### config.mk
export PLATFORM = sky130hd
export DESIGN_NAME = smart_stack_ops
export DESIGN_NICKNAME = d
export VERILOG_FILES = /design/src/rtl/smart_stack_ops.sv
export SDC_FILE = /design/constraint.sdc
export NUM_CORES = 1
export LEC_CHECK = 0
export BUFFER_PORTS_ARGS = -buffer_cell sky130_fd_sc_hd__buf_2
export CORE_MARGIN = 2
export CORE_UTILIZATION = 54
export CTS_BUF_LIST = sky130_fd_sc_hd__clkbuf_8
export CTS_CLUSTER_SIZE = 20
export DETAILED_ROUTE_END_ITERATION = 10
export PLACE_DENSITY_LB_ADDON = 0.1
export SYNTH_ARGS = -nofsm -noshare
export SYNTH_HDL_FRONTEND = slang
export SYNTH_SLANG_ARGS = --single-unit
### constraint.sdc
create_clock -name i_clk -period 5.7 [get_ports i_clk]
set_clock_uncertainty 0.2 [all_clocks]
set_input_delay 1.14 -clock i_clk [delete_from_list [all_inputs] [get_ports i_clk]]
set_output_delay 1.14 -clock i_clk [all_outputs]
set_load 0.02 [all_outputs]
### src/rtl/smart_stack_ops.sv
// Parametrised CPU data stack: TOS/NOS held in registers, deeper entries in a spill array.
// Optional macro SMART_STACK_STICKY_ERR_EN makes overflow/underflow sticky until NOP/reset.
module smart_stack_ops #(
  parameter int unsigned WIDTH = 16,
  parameter int unsigned DEPTH = 20
) (
  input  logic                       i_clk,
  input  logic                       i_rst_n,
  input  logic                       i_valid,
  input  logic [2:0]                 i_function,
  input  logic [WIDTH-1:0]           i_write_D,
  output logic [WIDTH-1:0]           o_read_A,
  output logic [WIDTH-1:0]           o_read_B,
  output logic [$clog2(DEPTH+1)-1:0] o_depth,
  output logic                       o_full,
  output logic                       o_empty,
  output logic                       o_overflow,
  output logic                       o_underflow
);

  localparam int unsigned DW    = $clog2(DEPTH + 1);
  localparam int unsigned MEM_N = DEPTH - 2;
  localparam int unsigned AW    = (MEM_N > 1) ? $clog2(MEM_N) : 1;

  localparam logic [2:0] OP_NOP     = 3'd0;
  localparam logic [2:0] OP_PUSH    = 3'd1;
  localparam logic [2:0] OP_DROP    = 3'd2;
  localparam logic [2:0] OP_DUP     = 3'd3;
  localparam logic [2:0] OP_SWAP    = 3'd4;
  localparam logic [2:0] OP_OVER    = 3'd5;
  localparam logic [2:0] OP_NIP     = 3'd6;
  localparam logic [2:0] OP_REPLACE = 3'd7;

  logic [WIDTH-1:0] r_a, r_b, w_a_nxt, w_b_nxt;
  logic [DW-1:0]    r_depth, w_depth_nxt;
  logic             r_ovf, r_unf, w_ovf, w_unf, w_clr;
  logic [WIDTH-1:0] r_mem [MEM_N];
  logic             w_mem_we;
  logic [AW-1:0]    w_wr_idx, w_rd_idx;
  logic [WIDTH-1:0] w_fill;
  logic             w_ge1, w_ge2, w_ge3, w_not_full;

  // Depth qualifiers and spill/fill addressing (mem[d-2] on grow, mem[d-3] on shrink)
  always_comb begin
    w_ge1      = (r_depth >= DW'(1));
    w_ge2      = (r_depth >= DW'(2));
    w_ge3      = (r_depth >= DW'(3));
    w_not_full = (r_depth <  DW'(DEPTH));
    w_wr_idx   = w_ge2 ? AW'(r_depth - DW'(2)) : '0;
    w_rd_idx   = w_ge3 ? AW'(r_depth - DW'(3)) : '0;
    w_fill     = w_ge3 ? r_mem[w_rd_idx] : '0;
  end

  // Op decode: next TOS/NOS/depth, spill enable and rejection flags
  always_comb begin
    w_a_nxt     = r_a;
    w_b_nxt     = r_b;
    w_depth_nxt = r_depth;
    w_mem_we    = 1'b0;
    w_ovf       = 1'b0;
    w_unf       = 1'b0;
    w_clr       = 1'b0;
    if (i_valid) begin
      case (i_function)
        OP_NOP: w_clr = 1'b1;
        OP_PUSH: begin
          if (w_not_full) begin
            w_a_nxt     = i_write_D;
            w_b_nxt     = r_a;
            w_depth_nxt = r_depth + DW'(1);
            w_mem_we    = w_ge2;
          end else w_ovf = 1'b1;
        end
        OP_DROP: begin
          if (w_ge1) begin
            w_a_nxt     = (r_depth == DW'(1)) ? '0 : r_b;
            w_b_nxt     = w_fill;
            w_depth_nxt = r_depth - DW'(1);
          end else w_unf = 1'b1;
        end
        OP_DUP: begin
          if (!w_ge1) w_unf = 1'b1;
          else if (!w_not_full) w_ovf = 1'b1;
          else begin
            w_b_nxt     = r_a;
            w_depth_nxt = r_depth + DW'(1);
            w_mem_we    = w_ge2;
          end
        end
        OP_SWAP: begin
          if (w_ge2) begin
            w_a_nxt = r_b;
            w_b_nxt = r_a;
          end else w_unf = 1'b1;
        end
        OP_OVER: begin
          if (!w_ge2) w_unf = 1'b1;
          else if (!w_not_full) w_ovf = 1'b1;
          else begin
            w_a_nxt     = r_b;
            w_b_nxt     = r_a;
            w_depth_nxt = r_depth + DW'(1);
            w_mem_we    = 1'b1;
          end
        end
        OP_NIP: begin
          if (w_ge2) begin
            w_b_nxt     = w_fill;
            w_depth_nxt = r_depth - DW'(1);
          end else w_unf = 1'b1;
        end
        OP_REPLACE: begin
          if (w_ge1) w_a_nxt = i_write_D;
          else w_unf = 1'b1;
        end
        default: ;
      endcase
    end
  end

  always_ff @(posedge i_clk or negedge i_rst_n) begin
    if (!i_rst_n) begin
      r_a     <= '0;
      r_b     <= '0;
      r_depth <= '0;
      r_ovf   <= 1'b0;
      r_unf   <= 1'b0;
    end else begin
      r_a     <= w_a_nxt;
      r_b     <= w_b_nxt;
      r_depth <= w_depth_nxt;
`ifdef SMART_STACK_STICKY_ERR_EN
      r_ovf   <= w_ovf | (r_ovf & ~w_clr);
      r_unf   <= w_unf | (r_unf & ~w_clr);
`else
      r_ovf   <= w_ovf;
      r_unf   <= w_unf;
`endif
    end
  end

  // Spill array is deliberately not reset; entries above depth are never observed
  always_ff @(posedge i_clk) begin
    if (w_mem_we) r_mem[w_wr_idx] <= r_b;
  end

  assign o_read_A    = r_a;
  assign o_read_B    = r_b;
  assign o_depth     = r_depth;
  assign o_full      = (r_depth == DW'(DEPTH));
  assign o_empty     = (r_depth == '0);
  assign o_overflow  = r_ovf;
  assign o_underflow = r_unf;

endmodule
======== Word level (Yosys, flattened, before mapping) ========
Memory sizes are Yosys's and may differ from the RTL's.
Index checks and enable logic that the tools add are counted.
storage, ports and cells
  word-level logic and storage cells ...... 81
  memories ................................ 1
  output and inout port bits .............. 41
  memory bits (writable) .................. 288
  ROM bits ................................ 0
  register bits after elaboration ......... 39
  bits in latches ......................... 0
  input port bits ......................... 22
memories
  name   depth  bits a word  rd ports  clocked after Yosys merged registers in  wr ports  line  text
  r_mem  18     16           1         0                                        1         37    logic [WIDTH-1:0] r_mem [MEM_N];
operators by class
  bitwise operators ....................... 0
  $lt $le $gt $ge ......................... 4
  equal/unequal tests ..................... 17
  multiplexer cells ....................... 41
  reductions and logical operators ........ 9
  multiply operators ...................... 0
  add/subtract/negate cells ............... 4
  shift-type cells ........................ 0
  div/mod/pow operators ................... 0
operator list
  kind                                                                                 number
  16-bit 2-to-1 mux                                                                    14
  16-bit one-hot mux with 6 select lines                                               1
  16-bit one-hot mux with 5 select lines                                               1
  5-bit 2-to-1 mux                                                                     7
  5-bit one-hot mux with 5 select lines                                                1
  2-bit != test, second input constant                                                 8
  1-bit 2-to-1 mux                                                                     14
  3-bit == test, second input constant                                                 4
  5-bit by 2-bit greater-or-equal comparator with 1-bit output, second input constant  2
  5-bit nonzero test                                                                   2
  5-bit by 2-bit subtractor with 5-bit output, second input constant                   2
  8-bit AND reduction                                                                  1
  7-bit AND reduction                                                                  1
  3-bit by 2-bit == test with 1-bit output, second input constant                      2
  1-bit one-hot mux with 3 select lines                                                2
  6-bit AND reduction                                                                  1
  6-bit nonzero test                                                                   1
  3-bit OR reduction                                                                   2
  5-bit by 1-bit adder with 5-bit output, second input constant                        1
  5-bit by 1-bit == test with 1-bit output, second input constant                      1
  5-bit == test, second input constant                                                 1
  5-bit by 1-bit greater-or-equal comparator with 1-bit output, second input constant  1
  5-bit zero test                                                                      1
  5-bit < comparator, second input constant                                            1
  other kinds (3)                                                                      3

======== Logic depth before layout (Yosys ltp) ========
  word-level depth ........................ 7
  mapped depth ............................ 12
  mapped depth without buffers ............ 8

======== Least setup slack after synthesis ========
No wires, ideal clock.
  path type ............................... flip-flop to flip-flop
  start ................................... reg r_depth[2], in the netlist o_depth[2]
  end ..................................... mem r_mem[12][0], enable pin
  data required time ...................... 5.112 ns
  cell stages (with the launch flop) ...... 10
  library setup time ...................... 0.388 ns
  path buffers ............................ 1
  clock period less this slack ............ 3.479 ns
  arrival ................................. 2.890 ns
  path slack .............................. 2.221 ns
  cell sequence ........................... dfrtp_1 inv_1 ha_1 buf_6 a21boi_0 a31oi_1 o211ai_1 nor4_1 o21ai_0 nor2_1
on the way
  longest elaborated chain between the ends .. 7
  elaborated cells on any way between the ends .. 13
  those cells by class .................... add/sub (1); order compare (3); mux (9)
ends and longest elaborated chain
  what                                                                                                line        text
  start, declared                                                                                     35          logic [DW-1:0] r_depth, w_depth_nxt;
  start signal, assigned                                                                              131         r_depth <= w_depth_nxt;
  5-bit < comparator or 5-bit by 2-bit greater-or-equal comparator with 1-bit output (tied branches)  48, 46
  1-bit 2-to-1 mux, on equally long branches                                                          98, 67, 83
  1-bit 2-to-1 mux, on equally long branches                                                          97, 82
  1-bit one-hot mux with 3 select lines                                                               64          case (i_function)
  1-bit 2-to-1 mux                                                                                    63          if (i_valid) begin
  1-bit 2-to-1 mux                                                                                    144         if (w_mem_we) r_mem[w_wr_idx] <= r_b;
  1-bit 2-to-1 mux (implied by the code)                                                              144
  end, declared                                                                                       37
Several ways; a longest one is shown, not always the timed one.

======== Worst setup path in the final report ========
  start ................................... reg r_depth[0], in the netlist o_depth[0]
  end ..................................... reg r_b[15], in the netlist o_read_B[15]
on the way
  longest elaborated chain between the ends .. 6
  elaborated cells on any way between the ends .. 20
  those cells by class .................... add/sub (1); order compare (4); eq/ne (5); mux (8); reduce/logical (1); memory (1)
ends and longest elaborated chain
  what                                                                                                                         line     text
  5-bit by 2-bit subtractor with 5-bit output or 5-bit by 2-bit greater-or-equal comparator with 1-bit output (tied branches)  50, 47
  5-bit 2-to-1 mux                                                                                                             50       w_rd_idx = w_ge3 ? AW'(r_depth - DW'(3)) : '0;
  memory 18 x 16 bit                                                                                                           n/a
  16-bit 2-to-1 mux                                                                                                            51       w_fill = w_ge3 ? r_mem[w_rd_idx] : '0;
  16-bit 2-to-1 mux, on equally long branches                                                                                  107, 75
  16-bit one-hot mux with 6 select lines                                                                                       64
  end signal, assigned                                                                                                         130      r_b <= w_b_nxt;
  end, declared                                                                                                                34       logic [WIDTH-1:0] r_a, r_b, w_a_nxt, w_b_nxt;
Several ways; a longest one is shown, not always the timed one. The select of a mux whose other input is x is not followed.
A chain may end at the register's enable or synchronous reset.

==> run_results.csv <==
group,metric,value,unit
yosys,yosys_register_bits,327,
global_routing,grt_use_total,26.4,%
yosys,synth_top_area_share,62.1,%
setup_path,crit_path_start,"o_depth[0]",
hold_path,hp-class,"reg -> reg",
sta,fin_crit_sh,71.7,%
cts,clock_latency,0.59,ns
global_routing,grt_start_max_net_pins,51,
global_routing,gr-total-overflow,0,
yosys,synth-seq-area-share,69.1,%
die,rows,58,
final_layout,drive_gt1_share,18.0,%
die,die_x,165,um
yosys,synth_most_common_cell,"edfxtp_1",
cts,post_cts_buffers,0,
cts,cts-buffers-inserted,53,
cts,htreeDepth,2,
setup_path,crit_path_max_incr_delay,0.80,ns
yosys,synth_cell_types,68,
sta,setup_viol,0,
sta,hold_viol,0,
yosys,syn_inst,981,
yosys,dominantRegCellSynth,"edfxtp_1",
die,initial_core_util,55.1,%
routing,dr.pass1.iters,5,
setup_path,path_class,"reg -> reg",
yosys,synth_area_leader_cell,"edfxtp_1",
placed_design,dpl_cell_area,14600,um2
routing,vias,8943,
cts,cts-root-buf,"clkbuf_8",
cts,cts_buffer_depth,3,
routing,ant_nets,0,
placed_design,hpwl,21100,um
sta,period_minus_slack,4.08,ns
setup_path,r2r_start,"o_depth[0]",
setup_path,start_kind,"flip-flop",
die,io-pin-count,63,
final_layout,diodes,0,
sta,whs,0.343,ns
routing,routed_wl,34700,um
final_layout,synthToLayoutAreaGrowth,12.3,%
final_layout,nFillCells,1965,
yosys,synthArstFlopShare,11.9,%
sta,tns,0,ns
power,vdd_drop_max,0.405,mV
sta,fmax,245,MHz
setup_path,crit_family,"compound AO/OA/AOI/OAI gates",
global_routing,grt_pass1_vias,8482,
final_layout,design_area,15600,um2
yosys,synth_area,13900,um2
power,p_leak,5.68,nW
setup_path,critPathMaxFanout,43,
die,die_y,165,um
yosys,syn-num-nets,1011,
cts,cts_sinks,327,
yosys,synth_area_leaders,"edfxtp_1 62%, dfrtp_1 7.0%, mux2i_1 5.9%, nor2_1 2.1%, nand2_1 1.9%",
yosys,yosys-top-cells-count,"288 x edfxtp_1, 82 x mux2i_1, 79 x nor2_1",
cts,clkSlewWorstSetupHoldPaths,0.06,ns
placed_design,gp_congestion,0.908,
placed_design,io_buffers,62,
cts,cts_tree,"yes",
cts,holdBufCountCts,0,
power,power_density,543,nW/um2
sta,rsz0062_at_grt,"no",
yosys,synth_warnings,0,
sta,relSlewSlack,16.3,%
routing,drtIter0Drc,1008,
setup_path,cp.buffers_inverters,2,
final_layout,nets,1103,
sta,worst_slew_pin_slew,1.25,ns
status,status,"finished clean",
sta,final_max_slew_viol_count,0,
setup_path,crit_arrival,4.37,ns
yosys,synth_edf_count,288,
setup_path,cp_cell_sequence,"inv_1 -> ha_2 -> buf_4 -> a2bb2oi_4 -> nor2_1 -> a2111oi_0 -> nor3_1 -> o311ai_1",
routing,viasPerCell,6.19,
hold_path,hold_path_startpoint,"o_read_A[4]",
global_routing,grt_pass1_wl,52500,um
die,dieArea,27100,um2
cts,cts-resized-gates,0,
global_routing,antenna_found_initial,0,
die,core_area,25300,um2
job,max_cap_violations,0,
routing,drcViolationCount,0,
yosys,postSynthAreaPerCell,14.2,um2
routing,routedWlPerCell,24.0,um
setup_path,worstPathRequired,5.98,ns
setup_path,cp-end-kind,"flip-flop",
setup_path,worst_path_max_delay_cell,"dfrtp_4",
-- cells by family (layout without fill, tap and decap cells) --
| kind of cell | Yosys count | in the layout | synth area share, % |
|---|---|---|---|
| AO/OA/AOI/OAI | 182 | 182 | 10.1 |
| XOR/XNOR | 6 | 6 | 0.378 |
| adder cells (fa/ha/maj) | 8 | 8 | 0.719 |
| buffers and inverters | 73 | 207 | 2.58 |
| flip-flops | 327 | 327 | 69.1 |
| multiplexers | 99 | 99 | 7.27 |
| AND/OR/NAND/NOR | 286 | 286 | 9.79 |
-- path summary, 6_finish.rpt --
check                      cells past startpoint  slack, ns      endpoint
max                                            8       1.62  o_read_B[15]
min                                            1       0.34   o_read_A[4]
max reg2reg                                    8       1.62  o_read_B[15]
min reg2reg                                    1       0.34   o_read_A[4]
max in group asynchronous                      1       4.02    o_depth[0]
min in group asynchronous                      1       0.52   o_read_A[8]
-- area by class of cell --
class / count / area [um2] / share of cell area (%)
multi-input combinational: 581 / 3940 / 25.2
tap: 330 / 413 / 2.64
inverter: 7 / 26.3 / 0.168
timing repair buffer: 103 / 618 / 3.95
clock inverter: 41 / 233 / 1.49
sequential: 327 / 9630 / 61.6
clock buffer: 56 / 771 / 4.93
-- power breakdown --
part,total [mW],switching (mW),internal (mW)
Clock,1.91,0.910,1.00
Combinational,3.18,2.15,1.03
Sequential,3.39,0.355,3.03
-- cells in the final DEF, fill, tap and decap left out, types with 3 or more instances in the layout --
cell and count:
mux2i_1 82, nor2_1 79, dfrtp_1 38, nor4_1 3, clkbuf_8 56, buf_4 41
o311ai_1 15, a22o_1 17, edfxtp_1 288, xnor2_1 5, a311oi_1 15, or3_1 15
buf_2 62, a2111oi_1 9, a2111oi_0 22, nand3_1 33, a31oi_1 4, mux2_2 17
a21o_1 16, and3_1 4, inv_1 30, a221oi_1 15, a21oi_1 25, and2_1 6
nand2_1 72, nand2b_1 20, nor3_1 33, nor2b_1 4, o21ai_0 20, ha_1 7
clkinv_1 6, clkinv_2 6
-- routing by layer --
metal	vias to the layer above	part of all wire [%]	wire length (um)	track usage, %
li1	3990	-	-	-
met1	4487	43	14900	38.0
met2	401	47	16400	41.7
met3	65	6.8	2360	3.52
met4	0	2.9	991	9.25
met5	-	0	0	0
-- through the flow --
stage	util (%)	worst slack, ns	total power [mW]	instances
after floorplan	-	2.22	5.47	981
after global placement	57.9	1.53	6.58	1348
after CTS	61.9	1.53	8.52	1445
final	61.9	1.62	8.48	1445
after detailed placement	57.9	1.56	6.61	1348
after global routing	61.9	1.30	8.89	1445
-- registers in the layout (all words and copies together) (netlist names) --
register	count
o_read_B	16
r_mem	288
o_read_A	16
o_depth	5
o_underflow	1
o_overflow	1
No activity file was read; power rests on OpenSTA's default activity.
